--- config.mk ---
export PLATFORM = sky130hd
export DESIGN_NAME = mips_mc_controller
export DESIGN_NICKNAME = d
export VERILOG_FILES = /design/src/rtl/mips_mc_controller.sv
export SDC_FILE = /design/constraint.sdc
export NUM_CORES = 1
export LEC_CHECK = 0
export ABC_CLOCK_PERIOD_IN_PS = 2800
export CAP_MARGIN = 20
export CORE_MARGIN = 2
export CORE_UTILIZATION = 30
export DETAILED_ROUTE_END_ITERATION = 6
export PLACE_DENSITY = 0.65
export SYNTH_ARGS = -nofsm -noshare
export SYNTH_HDL_FRONTEND = slang
export SYNTH_SLANG_ARGS = --single-unit
--- constraint.sdc ---
create_clock -name clk -period 2.8 [get_ports clk]
set_input_delay 0.84 -clock clk [delete_from_list [all_inputs] [get_ports clk]]
set_output_delay 0.84 -clock clk [all_outputs]
set_load 0.02 [all_outputs]
--- src/rtl/mips_mc_controller.sv ---
// Multicycle MIPS control unit: Moore FSM whose control outputs are registered from the next state,
// plus a saturating retired-instruction counter and an absorbing HALT for illegal encodings.
module mips_mc_controller #(
    parameter logic [15:0] CNT_INIT = 16'h0000  // counter value loaded at reset (preload hook)
) (
    input  logic        clk,
    input  logic        reset,
    input  logic [5:0]  Op,
    input  logic [5:0]  Function,
    input  logic        Zero,
    output logic        IorD,
    output logic        MemRead,
    output logic        MemWrite,
    output logic        MemToReg,
    output logic        IRWrite,
    output logic        ALUSrcA,
    output logic        RegWrite,
    output logic        RegDst,
    output logic        PCSel,
    output logic [1:0]  PCSource,
    output logic [1:0]  ALUSrcB,
    output logic [3:0]  ALUCtrl,
    output logic [3:0]  state,
    output logic        halted,
    output logic [15:0] instr_count
);

    typedef enum logic [3:0] {
        S_FETCH  = 4'd0,
        S_DECODE = 4'd1,
        S_MEMADR = 4'd2,
        S_MEMRD  = 4'd3,
        S_MEMWB  = 4'd4,
        S_MEMWR  = 4'd5,
        S_EXEC   = 4'd6,
        S_RWB    = 4'd7,
        S_BRANCH = 4'd8,
        S_JUMP   = 4'd9,
        S_ADDIEX = 4'd10,
        S_ADDIWB = 4'd11,
        S_HALT   = 4'd12
    } state_t;

    state_t      state_q, state_d;
    logic        run_q, run_d;
    logic [15:0] cnt_q, cnt_d;
    logic        halted_q, halted_d;
    logic        iord_q, iord_d;
    logic        mem_read_q, mem_read_d;
    logic        mem_write_q, mem_write_d;
    logic        mem_to_reg_q, mem_to_reg_d;
    logic        ir_write_q, ir_write_d;
    logic        alu_src_a_q, alu_src_a_d;
    logic        reg_write_q, reg_write_d;
    logic        reg_dst_q, reg_dst_d;
    logic        pc_write_q, pc_write_d;
    logic        pc_cond_q, pc_cond_d;
    logic [1:0]  pc_source_q, pc_source_d;
    logic [1:0]  alu_src_b_q, alu_src_b_d;
    logic [3:0]  alu_ctrl_q, alu_ctrl_d;
    logic [3:0]  alu_fn;
    logic        fn_ok;

    always_comb begin
        alu_fn = 4'b0010;
        fn_ok  = 1'b1;
        case (Function)
            6'h20:   alu_fn = 4'b0010;
            6'h22:   alu_fn = 4'b0110;
            6'h24:   alu_fn = 4'b0000;
            6'h25:   alu_fn = 4'b0001;
            6'h27:   alu_fn = 4'b0011;
            default: fn_ok  = 1'b0;
        endcase

        // The first edge after reset release enters a real FETCH rather than advancing
        state_d = state_q;
        run_d   = 1'b1;
        if (!run_q) begin
            state_d = S_FETCH;
        end else begin
            case (state_q)
                S_FETCH:  state_d = S_DECODE;
                S_DECODE: begin
                    case (Op)
                        6'h23, 6'h2B: state_d = S_MEMADR;
                        6'h00:        state_d = S_EXEC;
                        6'h04:        state_d = S_BRANCH;
                        6'h02:        state_d = S_JUMP;
                        6'h08:        state_d = S_ADDIEX;
                        default:      state_d = S_HALT;
                    endcase
                end
                S_MEMADR: state_d = (Op == 6'h23) ? S_MEMRD : S_MEMWR;
                S_MEMRD:  state_d = S_MEMWB;
                S_MEMWB:  state_d = S_FETCH;
                S_MEMWR:  state_d = S_FETCH;
                S_EXEC:   state_d = fn_ok ? S_RWB : S_HALT;
                S_RWB:    state_d = S_FETCH;
                S_BRANCH: state_d = S_FETCH;
                S_JUMP:   state_d = S_FETCH;
                S_ADDIEX: state_d = S_ADDIWB;
                S_ADDIWB: state_d = S_FETCH;
                S_HALT:   state_d = S_HALT;
                default:  state_d = S_HALT;
            endcase
        end

        iord_d       = 1'b0;
        mem_read_d   = 1'b0;
        mem_write_d  = 1'b0;
        mem_to_reg_d = 1'b0;
        ir_write_d   = 1'b0;
        alu_src_a_d  = 1'b0;
        reg_write_d  = 1'b0;
        reg_dst_d    = 1'b0;
        pc_write_d   = 1'b0;
        pc_cond_d    = 1'b0;
        pc_source_d  = 2'b00;
        alu_src_b_d  = 2'b00;
        alu_ctrl_d   = 4'b0010;
        case (state_d)
            S_FETCH: begin
                mem_read_d  = 1'b1;
                ir_write_d  = 1'b1;
                pc_write_d  = 1'b1;
                alu_src_b_d = 2'b01;
            end
            S_DECODE: alu_src_b_d = 2'b11;
            S_MEMADR: begin
                alu_src_a_d = 1'b1;
                alu_src_b_d = 2'b10;
            end
            S_MEMRD: begin
                mem_read_d = 1'b1;
                iord_d     = 1'b1;
            end
            S_MEMWB: begin
                reg_write_d  = 1'b1;
                mem_to_reg_d = 1'b1;
                mem_read_d   = 1'b1;
                iord_d       = 1'b1;
            end
            S_MEMWR: begin
                mem_write_d = 1'b1;
                iord_d      = 1'b1;
            end
            S_EXEC: begin
                alu_src_a_d = 1'b1;
                alu_ctrl_d  = alu_fn;
            end
            S_RWB: begin
                alu_src_a_d = 1'b1;
                alu_ctrl_d  = alu_fn;
                reg_write_d = 1'b1;
                reg_dst_d   = 1'b1;
            end
            S_BRANCH: begin
                alu_src_a_d = 1'b1;
                alu_ctrl_d  = 4'b0110;
                pc_source_d = 2'b01;
                pc_cond_d   = 1'b1;
            end
            S_JUMP: begin
                pc_source_d = 2'b10;
                pc_write_d  = 1'b1;
            end
            S_ADDIEX: begin
                alu_src_a_d = 1'b1;
                alu_src_b_d = 2'b10;
            end
            S_ADDIWB: reg_write_d = 1'b1;
            default: ;
        endcase

        halted_d = (state_d == S_HALT);

        cnt_d = cnt_q;
        if (run_q && state_d == S_FETCH && state_q != S_FETCH && cnt_q != 16'hFFFF) begin
            cnt_d = cnt_q + 16'd1;
        end
    end

    always_ff @(posedge clk or negedge reset) begin
        if (!reset) begin
            state_q      <= S_FETCH;
            run_q        <= 1'b0;
            cnt_q        <= CNT_INIT;
            halted_q     <= 1'b0;
            iord_q       <= 1'b0;
            mem_read_q   <= 1'b0;
            mem_write_q  <= 1'b0;
            mem_to_reg_q <= 1'b0;
            ir_write_q   <= 1'b0;
            alu_src_a_q  <= 1'b0;
            reg_write_q  <= 1'b0;
            reg_dst_q    <= 1'b0;
            pc_write_q   <= 1'b0;
            pc_cond_q    <= 1'b0;
            pc_source_q  <= 2'b00;
            alu_src_b_q  <= 2'b00;
            alu_ctrl_q   <= 4'b0000;
        end else begin
            state_q      <= state_d;
            run_q        <= run_d;
            cnt_q        <= cnt_d;
            halted_q     <= halted_d;
            iord_q       <= iord_d;
            mem_read_q   <= mem_read_d;
            mem_write_q  <= mem_write_d;
            mem_to_reg_q <= mem_to_reg_d;
            ir_write_q   <= ir_write_d;
            alu_src_a_q  <= alu_src_a_d;
            reg_write_q  <= reg_write_d;
            reg_dst_q    <= reg_dst_d;
            pc_write_q   <= pc_write_d;
            pc_cond_q    <= pc_cond_d;
            pc_source_q  <= pc_source_d;
            alu_src_b_q  <= alu_src_b_d;
            alu_ctrl_q   <= alu_ctrl_d;
        end
    end

    assign IorD        = iord_q;
    assign MemRead     = mem_read_q;
    assign MemWrite    = mem_write_q;
    assign MemToReg    = mem_to_reg_q;
    assign IRWrite     = ir_write_q;
    assign ALUSrcA     = alu_src_a_q;
    assign RegWrite    = reg_write_q;
    assign RegDst      = reg_dst_q;
    // Branch decision uses the live Zero flag; every other PC load is unconditional
    assign PCSel       = pc_write_q | (pc_cond_q & Zero);
    assign PCSource    = pc_source_q;
    assign ALUSrcB     = alu_src_b_q;
    assign ALUCtrl     = alu_ctrl_q;
    assign state       = state_q;
    assign halted      = halted_q;
    assign instr_count = cnt_q;

endmodule

==> impl_metrics.env <==
export IMPL_yosysUniqueCellTypes=46
export IMPL_cts_hold_buf=0
export IMPL_yosysSeqAreaShare_pct=49.9
export IMPL_grt_overflow_total=0
export IMPL_hpwlAfterDp_um=3330
export IMPL_final_area_sq_um=2920
export IMPL_path_class="in -> reg"
export IMPL_grt_setup_unrepaired="false"
export IMPL_layout_drive_gt1_share_pct=23.5
export IMPL_cts_inserted_buffers=5
export IMPL_stdcell_count=349
export IMPL_fin_worst_skew_ns=0.00444
export IMPL_io_pins=53
export IMPL_start_kind="primary input"
export IMPL_wl_um=4520
export IMPL_clkSlewWorstSetupHoldPaths_ns=0.07
export IMPL_die_width_um=83.7
export IMPL_layout_common_cells="dfrtp_1, clkdlybuf4s50_1, buf_4, xnor2_1, nand2_1"
export IMPL_worst_setup_path_end_kind="flop"
export IMPL_ys_async_sr_fraction_pct=100
export IMPL_grt_pass1_wl_um=7780
export IMPL_cellPowerDensity_nw_per_um2=570
export IMPL_synth_edf_count=0
export IMPL_gp_congestion=0.805
export IMPL_synth_largest_area_cell="dfrtp_1"
export IMPL_vias_per_cell=4.89
export IMPL_ys_warn_count=0
export IMPL_fin_ws_ns=0.0618
export IMPL_wl_per_cell_um=13.0
export IMPL_cts_root_buf="clkbuf_8"
export IMPL_htreeDepth=2
export IMPL_pre_cts_ws_ns=-0.535
export IMPL_final_nets=288
export IMPL_hp_class="reg -> reg"
export IMPL_ys_flop_type="dfrtp_1"
export IMPL_syn_inst=184
export IMPL_hold_viol=0
export IMPL_cts_tree="built"
export IMPL_die_area_sq_um=7010
export IMPL_dp_cells=337
export IMPL_clock_sinks=38
export IMPL_detail_route_iter0_violations=54
export IMPL_antenna_found_initial=0
export IMPL_worst_skew_pair_late_latency_ns=0.28
export IMPL_initial_utilization_pct=30.6
export IMPL_drc=0
export IMPL_status="finished, final reports clean"
export IMPL_io_buffers=51
export IMPL_diodes=0
export IMPL_core_sq_um=6240
export IMPL_syn_avg_cell_area_sq_um=10.4
export IMPL_grt_pass1_vias=1650
export IMPL_fmax_ghz=0.365
export IMPL_leakage_nw=1.33
export IMPL_post_dp_cell_area_sq_um=2730
export IMPL_ys_ff_latch=38
export IMPL_drv_cap=0
export IMPL_setup_violations=0
export IMPL_antenna_left=0
export IMPL_p_total_mw=1.67
export IMPL_fin_crit_ns=2.74
export IMPL_maxSlewViolCount=0
export IMPL_max_vdd_ir_drop_mv=0.281
export IMPL_critPathRequiredTime_ns=2.97
export IMPL_track_usage_pct=13.6
export IMPL_fp_dieH_um=83.7
export IMPL_grt_max_degree=39
export IMPL_synth_nets=200
export IMPL_syn_area_sq_um=1910
export IMPL_vias=1705
export IMPL_worstPathMaxFanout=3
export IMPL_finalCritPeriodShare_pct=97.8
export IMPL_clk_path_buf_depth=2
export IMPL_syn2layout_area_growth_pct=53.3
export IMPL_fp_row_count=29
export IMPL_synth_top_area_share_pct=49.9
export IMPL_synth_area_top_cells="dfrtp_1, xnor2_1, nand3_1"
export IMPL_cp_data_arrival_time_ns=2.91
export IMPL_firstDrtPassIters=4
==> cells in the mapped netlist, drive strengths merged (2+ instances only) <==
cell / number
a21oi: 3
o21ai: 6
nor3b: 2
xor2: 2
a21o: 2
and3: 8
and4: 3
nor3: 10
o221ai: 2
buf: 5
dfrtp: 38
and2: 8
xnor2: 14
nand2b: 7
nand3b: 2
nand2: 12
clkbuf: 3
inv: 5
nand4: 7
nor2: 10
nand3: 12
a211oi: 2
conb: 2
==> per-stage QoR <==
step	util, %	TNS (ns)	hold WS [ns]
after detailed placement	43.7	-12.17	0.487
after global routing	46.9	0	0.513
after floorplan	-	-0.728	0.527
final	46.9	0	0.494
after global placement	43.7	-11.45	0.478
after CTS	46.1	-0.0149	0.498
==> routing by layer <==
layer,track usage (%),up-vias,wire length (um)
li1,-,829,-
met1,17.9,827,2040
met2,22.6,47,2250
met3,3.66,2,209
met4,2.64,0,16
met5,0,-,0
==> where the power goes <==
group	leakage (nW)	switching [mW]	total (mW)	internal (mW)
sequential	0.495	0.0501	0.655	0.605
combinational	0.779	0.265	0.542	0.278
clock	0.0573	0.184	0.469	0.285
==> path summary, 6_finish.rpt <==
| check | from | to | slack (ns) | cells after the start |
|---|---|---|---|---|
| setup / recovery | Op[1] | instr_count[1] | 0.06 | 8 |
| hold reg to reg | instr_count[6] | instr_count[6] | 0.49 | 1 |
| setup reg to reg | state[1] | ALUCtrl[0] | 0.21 | 7 |
| min in group asynchronous | reset | instr_count[15] | 0.98 | 2 |
| hold / removal | instr_count[6] | instr_count[6] | 0.49 | 1 |
| max in group asynchronous | reset | run_q | 1.48 | 2 |
==> registers in the layout (all words and copies together) (netlist names), 2 cells and up <==
| name | count |
|---|---|
| ALUCtrl | 3 |
| ALUSrcB | 2 |
| instr_count | 16 |
| state | 4 |
==> worst max-delay path, cell delays in order <==
cell and delay, ns:
buf_6 0.09, or4_4 0.55, a2111oi_4 0.36, a211oi_4 0.11, or2_4 0.28, nor3_4 0.25
buf_6 0.15, mux2_4 0.29
==> final cells by class <==
cell class | instances | area, sq um
Clock buffer | 6 | 82.6
Multi-Input combinational cell | 133 | 937
Timing Repair Buffer | 89 | 808
Fill cell | 577 | 3320
Inverter | 5 | 18.8
Sequential cell | 38 | 951
Tap cell | 77 | 96.3
Clock inverter | 1 | 30.0
==> repair_timing <==
action | CTS | global route
cloned | 1 | 0
pin swaps | 9 | 8
hold endpoints to repair | 0 | 0
resized for setup | 27 | 11
endpoints found under the setup margin | 25 | 17
setup buffers | 3 | 1
==> cell families (layout without fill, tap and decap cells) <==
logic type	Yosys count	after routing	synth area share (%)
AO/OA/AOI/OAI	24	24	10.1
XOR/XNOR	16	16	7.35
adder cells (fa/ha/maj)	1	1	0.656
buffers and inverters	13	101	3.61
flip-flops	38	38	49.9
multiplexers	1	1	0.591
other	2	2	0.394
AND/OR/NAND/NOR	89	89	27.4
Note: power is estimated with default switching activity, not from simulation.
